===== src/rtl/tytra_pipe_pkg.sv =====
// Shared definitions for the TyTra pipeline-PE driver: FSM encoding, default widths
// and a constant-foldable clog2.
package tytra_pipe_pkg;
  localparam int DEF_N    = 64;
  localparam int DEF_LENW = 16;

  localparam logic [1:0] ST_IDLE  = 2'd0;
  localparam logic [1:0] ST_RUN   = 2'd1;
  localparam logic [1:0] ST_DRAIN = 2'd2;
  localparam logic [1:0] ST_DONE  = 2'd3;

  function automatic int clog2(input int v);
    int r;
    r = 0;
    while ((1 << r) < v) r++;
    return r;
  endfunction
endpackage


===== src/rtl/tytra_sync_fifo.sv =====
// Single-clock FIFO with occupancy count; simultaneous push/pop is legal when full.
module tytra_sync_fifo
  import tytra_pipe_pkg::*;
#(
  parameter int N     = DEF_N,
  parameter int DEPTH = 4
) (
  input  logic                  clk,
  input  logic                  rst,
  input  logic                  push,
  input  logic [N-1:0]          din,
  input  logic                  pop,
  output logic [N-1:0]          dout,
  output logic                  full,
  output logic                  empty,
  output logic [clog2(DEPTH):0] count
);
  localparam int AW = clog2(DEPTH);

  logic [N-1:0]  mem [DEPTH];
  logic [AW-1:0] wr_ptr, rd_ptr;
  logic          do_push, do_pop;

  assign empty   = (count == '0);
  assign full    = (count == (AW+1)'(DEPTH));
  assign do_pop  = pop & ~empty;
  // a pop in the same cycle frees the slot a full-FIFO push needs
  assign do_push = push & (~full | do_pop);
  assign dout    = mem[rd_ptr];

  always_ff @(posedge clk or negedge rst) begin
    if (!rst) begin
      wr_ptr <= '0;
      rd_ptr <= '0;
      count  <= '0;
    end else begin
      if (do_push) wr_ptr <= wr_ptr + 1'b1;
      if (do_pop)  rd_ptr <= rd_ptr + 1'b1;
      case ({do_push, do_pop})
        2'b10:   count <= count + 1'b1;
        2'b01:   count <= count - 1'b1;
        default: count <= count;
      endcase
    end
  end

  always_ff @(posedge clk) begin
    if (do_push) mem[wr_ptr] <= din;
  end
endmodule


===== src/rtl/pipe_pe_driver.sv =====
// Initiator for a TyTra PipePE core: issues operand pairs, realigns results to the
// core's fixed latency and buffers them in a credit-protected FIFO.
module pipe_pe_driver
  import tytra_pipe_pkg::*;
#(
  parameter int N     = DEF_N,
  parameter int LAT   = 1,
  parameter int DEPTH = 4,
  parameter int LENW  = DEF_LENW
) (
  input  logic            clk,
  input  logic            rst,
  input  logic            start,
  input  logic [LENW-1:0] len,
  output logic            busy,
  output logic            done,
  input  logic            s_valid,
  output logic            s_ready,
  input  logic [N-1:0]    s_in1,
  input  logic [N-1:0]    s_in2,
  output logic            pe_trigger,
  input  logic            pe_cts,
  output logic [N-1:0]    pe_in1,
  output logic [N-1:0]    pe_in2,
  input  logic [N-1:0]    pe_out,
  output logic            m_valid,
  input  logic            m_ready,
  output logic [N-1:0]    m_data
);
  localparam int CW = clog2(DEPTH) + 1;

  logic [1:0]      state;
  logic [LENW-1:0] len_q, issued;
  logic [CW-1:0]   in_flight, fifo_count;
  logic [CW:0]     occ;
  logic            credit_ok, accept, capture, fifo_empty, fifo_full;
  logic [LAT:1]    vld_q;
  logic [LAT:0]    vld_pipe;

  // an op holds a credit from acceptance until its result leaves the FIFO
  assign occ       = {1'b0, in_flight} + {1'b0, fifo_count};
  assign credit_ok = occ < (CW+1)'(DEPTH);
  assign s_ready   = (state == ST_RUN) & pe_cts & credit_ok;
  assign accept    = s_valid & s_ready;
  assign busy      = (state != ST_IDLE);
  assign done      = (state == ST_DONE);

  assign vld_pipe = {vld_q, pe_trigger};
  assign capture  = vld_pipe[LAT];
  assign m_valid  = ~fifo_empty;

  always_ff @(posedge clk or negedge rst) begin
    if (!rst) begin
      state      <= ST_IDLE;
      len_q      <= '0;
      issued     <= '0;
      pe_trigger <= 1'b0;
      pe_in1     <= '0;
      pe_in2     <= '0;
      vld_q      <= '0;
      in_flight  <= '0;
    end else begin
      pe_trigger <= accept;
      vld_q      <= vld_pipe[LAT-1:0];
      if (accept) begin
        pe_in1 <= s_in1;
        pe_in2 <= s_in2;
      end
      case ({accept, capture})
        2'b10:   in_flight <= in_flight + 1'b1;
        2'b01:   in_flight <= in_flight - 1'b1;
        default: in_flight <= in_flight;
      endcase
      case (state)
        ST_IDLE: if (start) begin
          len_q  <= len;
          issued <= '0;
          state  <= (len == '0) ? ST_DONE : ST_RUN;
        end
        ST_RUN: if (accept) begin
          issued <= issued + 1'b1;
          if (issued == len_q - 1'b1) state <= ST_DRAIN;
        end
        ST_DRAIN: if (in_flight == '0 && fifo_empty) state <= ST_DONE;
        default: state <= ST_IDLE;
      endcase
    end
  end

  tytra_sync_fifo #(.N(N), .DEPTH(DEPTH)) u_fifo (
    .clk   (clk),
    .rst   (rst),
    .push  (capture),
    .din   (pe_out),
    .pop   (m_valid & m_ready),
    .dout  (m_data),
    .full  (fifo_full),
    .empty (fifo_empty),
    .count (fifo_count)
  );

  logic unused_full;
  assign unused_full = fifo_full;
endmodule


===== config.mk =====
export PLATFORM = sky130hd
export DESIGN_NAME = pipe_pe_driver
export DESIGN_NICKNAME = d
export VERILOG_FILES = /design/src/rtl/tytra_pipe_pkg.sv /design/src/rtl/tytra_sync_fifo.sv /design/src/rtl/pipe_pe_driver.sv
export SDC_FILE = /design/constraint.sdc
export NUM_CORES = 1
export LEC_CHECK = 0
export ABC_CLOCK_PERIOD_IN_PS = 6800
export BUFFER_PORTS_ARGS = -buffer_cell sky130_fd_sc_hd__buf_2
export CELL_PAD_IN_SITES_DETAIL_PLACEMENT = 1
export CELL_PAD_IN_SITES_GLOBAL_PLACEMENT = 1
export CORE_MARGIN = 3
export CORE_UTILIZATION = 46
export DETAILED_ROUTE_END_ITERATION = 16
export PLACE_DENSITY = 0.91
export SETUP_SLACK_MARGIN = 0.2
export SLEW_MARGIN = 20
export SYNTH_ARGS = -nofsm -noshare
export SYNTH_HDL_FRONTEND = slang
export SYNTH_SLANG_ARGS = --single-unit

===== constraint.sdc =====
create_clock -name clk -period 6.8 [get_ports clk]
set_input_delay 0.68 -clock clk [delete_from_list [all_inputs] [get_ports clk]]
set_output_delay 0.68 -clock clk [all_outputs]
set_load 0.05 [all_outputs]

# Word-level counts from Yosys, hierarchy flattened

Memory sizes are Yosys's and may differ from the RTL's.
Index checks and enable logic that the tools add are counted.

Output and inout bits: 197
Bits of input ports: 214
Flip-flop bits (word level): 174
Logic and storage cells: 69
Memory bits (writable): 256
Memories: 1
Bits in read-only memories: 0
Latch bits: 0

Bitwise logic cells: 9
$lt $le $gt $ge: 1
Shift-type cells: 0
Add/sub/neg operators: 9
Muxes and demuxes: 13
Reductions and logical operators: 12
Eq/ne operators: 13
Div/mod/pow operators: 0
Multipliers: 0

Memories:

| name       | words | width | read ports | clocked after Yosys merged registers in | wr ports | line                  | text |
|---|---|---|---|---|---|---|---|
| u_fifo.mem | 4     | 64    | 1          | 0                                       | 1        | tytra_sync_fifo.sv:20 | `logic [N-1:0] mem [DEPTH];` |

Operators with widths:

| kind                                                | count |
|---|---|
| two-way mux 16 bit                                  | 2 |
| one-hot mux 16 bit (2 select lines)                 | 1 |
| adder 16 x 1 -> 16 bit (second input constant)      | 1 |
| == test 16 bit                                      | 1 |
| logical NOT 16 bit                                  | 1 |
| subtractor 16 x 1 -> 16 bit (second input constant) | 1 |
| one-hot mux 3 bit (2 select lines)                  | 2 |
| two-way mux 2 bit                                   | 5 |
| == test 2 bit (second input constant)               | 4 |
| nonzero test 2 bit                                  | 4 |
| adder 3 x 1 -> 3 bit (second input constant)        | 2 |
| bitwise AND 1 bit                                   | 6 |
| == test 2 x 1 -> 1 bit (second input constant)      | 3 |
| logical NOT 3 bit                                   | 2 |
| inequality test 2 bit (second input constant)       | 3 |
| one-hot mux 2 bit (3 select lines)                  | 1 |
| subtractor 3 x 1 -> 3 bit (second input constant)   | 2 |
| adder 2 x 1 -> 2 bit (second input constant)        | 2 |
| adder 3 x 3 -> 4 bit                                | 1 |
| < comparator 4 x 3 -> 1 bit (second input constant) | 1 |
| AND reduction 4 bit                                 | 1 |
| == test 3 bit (second input constant)               | 1 |
| AND reduction 3 bit                                 | 1 |
| logical NOT 2 bit                                   | 1 |
| 6 further kinds                                     | 8 |

# Depth between registers and ports, before layout

Depth in word-level cells: 8
Mapped depth: 12

# Cells and area by module

A second synthesis with hierarchy kept.

Cell total of the unflattened synthesis: 1,189
Area total of the unflattened synthesis: 17,007.6 µm²

By module, submodules not included:

| module          | area an instance (µm²) | instances | seq. area each (µm²) | cells an instance |
|---|---|---|---|---|
| tytra_sync_fifo | 9,759.4                | 1         | 7,862.5              | 389 |
| pipe_pe_driver  | 7,248.2                | 1         | 4,179.0              | 800 |

# Least setup slack after synthesis

No wires, ideal clock.

Path kind: register to register
Start: register in_flight[2]
End: register state[1]
Setup time: 0.127 ns
Stages on the path, launching flop included: 9
Period minus slack after synthesis: 3.533 ns
Required time: 6.673 ns
Path buffers: 0
Arrival time: 3.405 ns
Slack: 3.267 ns
Cell sequence: dfrtp_1 ha_1 or4b_1 a311oi_2 nand2_2 nor4_1 nand3_2 o41ai_2 mux2_1

Longest elaborated chain between the ends: 6

Ends and longest elaborated chain:

| what                            | line                 | text |
|---|---|---|
| start, declared                 | pipe_pe_driver.sv:34 | `logic [CW-1:0] in_flight, fifo_count;` |
| start signal, assigned          | pipe_pe_driver.sv:70 | `2'b10: in_flight <= in_flight + 1'b1;` |
| start signal, assigned          | pipe_pe_driver.sv:71 | `2'b01: in_flight <= in_flight - 1'b1;` |
| start signal, assigned          | pipe_pe_driver.sv:72 | `default: in_flight <= in_flight;` |
| adder 3 x 3 -> 4 bit            | pipe_pe_driver.sv:41 | `assign occ = {1'b0, in_flight} + {1'b0, fifo_count};` |
| < comparator 4 x 3 -> 1 bit     | pipe_pe_driver.sv:42 | `assign credit_ok = occ < (CW+1)'(DEPTH);` |
| bitwise AND 1 bit               | pipe_pe_driver.sv:43 | `assign s_ready = (state == ST_RUN) & pe_cts & credit_ok;` |
| net s_ready                     | pipe_pe_driver.sv:18 | `output logic s_ready,` |
| bitwise AND 1 bit               | pipe_pe_driver.sv:44 | `assign accept = s_valid & s_ready;` |
| inequality test 2 bit (no line) | --                   |  |
| AND reduction 4 bit (no line)   | --                   |  |
| end signal, assigned            | pipe_pe_driver.sv:78 | `state <= (len == '0) ? ST_DONE : ST_RUN;` |
| end, declared                   | pipe_pe_driver.sv:32 | `logic [1:0] state;` |

The timed path passes the listed nets, and every way through them passes these cells.
A chain may end at the register's enable or synchronous reset.

# Final worst setup path

Start: register u_fifo.rd_ptr[0]
End: output port m_data[4]

Longest elaborated chain between the ends: 1

Ends and longest elaborated chain:

| what                   | line                  | text |
|---|---|---|
| start, declared        | tytra_sync_fifo.sv:21 | `logic [AW-1:0] wr_ptr, rd_ptr;` |
| start signal, assigned | tytra_sync_fifo.sv:38 | `if (do_pop) rd_ptr <= rd_ptr + 1'b1;` |
| memory (4 x 64 bit)    | --                    |  |
| end, declared          | pipe_pe_driver.sv:28  | `output logic [N-1:0] m_data` |

Every way passes these cells.

==> impl_metrics.json <==
{
  "nets": 1806,
  "grt_pass1_vias": 12600,
  "relSlewSlack": 0.320,
  "clock_tree_buf_depth": 3,
  "critPathBufInv": 2,
  "skew_ns": 0.0236,
  "critical_path_required_ns": 6.12,
  "setup.worst_path.start_class": "register",
  "drt_iter0_markers": 642,
  "die_area_um2": 38900,
  "grt-ovfl-total": 0,
  "synth_fp_nets": 1393,
  "io_pins": 411,
  "critical-path-slowest-cell": "sky130_fd_sc_hd__buf_4",
  "setup_failing_eps_final": 0,
  "seqPwrFrac": 0.351,
  "timing_worst_slew_pin_value_ns": 1.02,
  "arrival_ns": 3.01,
  "power_switching_share": 0.447,
  "final.min_clock_period_ns": 3.69,
  "worst_skew_pair.late_latency_ns": 0.57,
  "setup_tns_ns": 0,
  "tritoncts": "built",
  "synth_cell_type_count": 54,
  "globalRouteTotalUtil": 0.257,
  "detail-route-antenna-nets": 0,
  "power.density_nw_per_um2": 507,
  "drc_errors": 0,
  "post_cts_buffers": 0,
  "cp_cell_sequence": "buf_4 -> mux4_2 -> buf_2",
  "detail_route.wirelength_um": 49500,
  "cap_viol_max_count": 0,
  "route.detailed.wl_per_inst_um": 23.7,
  "cts_buffers": 43,
  "timing.fmax_mhz": 271,
  "finalHoldViolCount": 0,
  "portBuffers": 410,
  "yosys_register_bits": 430,
  "min_path_type": "input pin to async pin",
  "place.gp.congestion": 0.814,
  "combPwrFrac": 0.423,
  "grt_max_degree": 98,
  "post_synth_edffs": 256,
  "avgSynthCellArea_um2": 14.4,
  "detailedPlacementHpwl_um": 32200,
  "fin_worst_hold_slack_ns": 0.217,
  "synthDominantCellAreaShare": 0.457,
  "worst_supply_voltage_drop_on_vdd_mv": 0.432,
  "cts_sinks": 430,
  "grt_first_pass_wirelength_um": 75500,
  "path_delay_family": "buffers and inverters",
  "drt_first_pass_iters": 5,
  "cts-hold-fix-buffers": 0,
  "power.clock.fraction": 0.226,
  "avgViaCountPerCell": 5.36,
  "ys_dominant_reg_cell": "sky130_fd_sc_hd__edfxtp_1",
  "drive_gt1_frac": 0.362,
  "p_leak_nw": 9.06,
  "synthesis.area_um2": 16800,
  "postCtsResizedCells": 0,
  "switching_pwr_mw": 4.71,
  "synthDominantAreaCellType": "sky130_fd_sc_hd__edfxtp_1",
  "netlist_instances": 1164,
  "die-height_um": 197,
  "synthArstFlopShare": 0.405,
  "yosysSeqAreaShare": 0.716,
  "ctsHtreeMaxLevel": 2,
  "synthesis.yosys.warnings": 0,
  "grt_setup_unrepaired": "false",
  "intPower_mw": 5.81,
  "timing.critical_path.slowest_cell_delay_ns": 0.77,
  "dieWidth_um": 197,
  "timing_max_transition_violations_final": 0,
  "effective_utilization_at_floorplan": 0.469,
  "area_growth_syn_to_layout_pct": 23.5,
  "via_count": 11200,
  "path_clk_slew_ns": 0.06,
  "clockRootBuffer": "sky130_fd_sc_hd__clkbuf_16",
  "synth.area.top_cells": "sky130_fd_sc_hd__edfxtp_1, sky130_fd_sc_hd__dfrtp_1, sky130_fd_sc_hd__nand2_1",
  "number_of_antenna_violations_at_the_first_check_in_global_routing": 15,
  "crit_path_max_fanout": 44,
  "status": "completed",
  "rows": 69,
  "critPathKind": "register to output port",
  "fin_crit_sh": 0.542,
  "coreArea_um2": 35800,
  "critPathCaptureType": "output port"
}
## layout by cell type (no fill, tap or decap), types with 9 or more instances in the layout
master                      count
sky130_fd_sc_hd__buf_2        409
sky130_fd_sc_hd__buf_4          9
sky130_fd_sc_hd__clkbuf_1       9
sky130_fd_sc_hd__clkbuf_16     44
sky130_fd_sc_hd__clkinv_1       9
sky130_fd_sc_hd__dfrtp_1      172
sky130_fd_sc_hd__diode_2       10
sky130_fd_sc_hd__edfxtp_1     256
sky130_fd_sc_hd__ha_1          13
sky130_fd_sc_hd__inv_1         14
sky130_fd_sc_hd__mux2_2        18
sky130_fd_sc_hd__mux4_2        64
sky130_fd_sc_hd__nand2_1      413
sky130_fd_sc_hd__nand3_1       16
sky130_fd_sc_hd__nor2_1        18
sky130_fd_sc_hd__nor3_1        10
sky130_fd_sc_hd__xnor2_1       17
sky130_fd_sc_hd__xor2_1        14
## path summary, 6_finish.rpt
check	end	slack, ns	cells after the start	startpoint
max in group asynchronous	pe_in2[56]	4.97	2	rst
setup reg to reg	pe_in2[43]	3.11	8	in_flight[2]
hold / removal	u_fifo.count[1]	0.22	1	rst
setup / recovery	m_data[4]	3.11	3	u_fifo.rd_ptr[0]
min in group clk	pe_in1[14]	0.31	3	s_in1[14]
hold reg to reg	capture	0.42	0	pe_trigger
## cell families after synthesis
family / Yosys count / synth area share
compound gates: 38 / 0.0164
xor+xnor: 31 / 0.0162
fa+ha+maj: 15 / 0.0121
buf+inv: 66 / 0.0156
flops: 430 / 0.716
mux: 90 / 0.103
simple gates: 494 / 0.121
## state kept, by name (all words and copies together), names as in the netlist, 2 cells and up
signal,count
state,2
in_flight,3
pe_in2,64
issued,16
len_q,16
pe_in1,64
u_fifo.mem,256
u_fifo.count,3
u_fifo.rd_ptr,2
u_fifo.wr_ptr,2
## power groups by stage
stage	combinational, mW	clock [mW]	sequential [mW]
finish	4.45	2.38	3.69
global placement	4.30	0	3.67
floorplan	2.16	0	4.79
CTS	4.49	2.44	3.68
detailed placement	4.42	0	3.69
global route	4.70	2.55	3.75
## synth_stat cells (all sizes together), types with 8 or more instances
| cell type | n |
|---|---|
| inv | 15 |
| dfrtp | 174 |
| mux4 | 64 |
| mux2 | 19 |
| nor3 | 10 |
| clkbuf | 41 |
| buf | 10 |
| o21ai | 8 |
| ha | 13 |
| nor2 | 20 |
| nand3 | 17 |
| xnor2 | 17 |
| edfxtp | 256 |
| xor2 | 14 |
| nand2 | 414 |
## per-stage QoR
step                      utilization  power [mW]  setup WS, ns  std cells  cell area [um2]
after floorplan                     -        6.95          3.27       1164            16800
after global placement          0.539        7.96          3.40       1993            19300
after detailed placement        0.539        8.11          3.22       1993            19300
after CTS                       0.579        10.6          3.01       2073            20700
after global routing            0.579        11.0          2.88       2082            20800
final                           0.579        10.5          3.11       2083            20800
## final cells by class
type	count	area [um2]
clock inverters	24	230
clock buffers	56	1180
flip-flops and latches	430	12000
inverters	15	58.8
repair buffers	419	2130
well taps	461	577
multi-input cells	668	4520
fillers	3586	15100
diodes	10	25.0
## routing by layer
layer	routed length, um	vias to the layer above	part of all wire	track usage
met1	17700	5698	0.36	0.292
li1	-	4935	-	-
met3	4250	99	0.086	0.0875
met4	1880	8	0.038	0.0966
met2	25500	434	0.52	0.452
met5	63	-	0.0013	0
No activity file was read; power rests on OpenSTA's default activity.
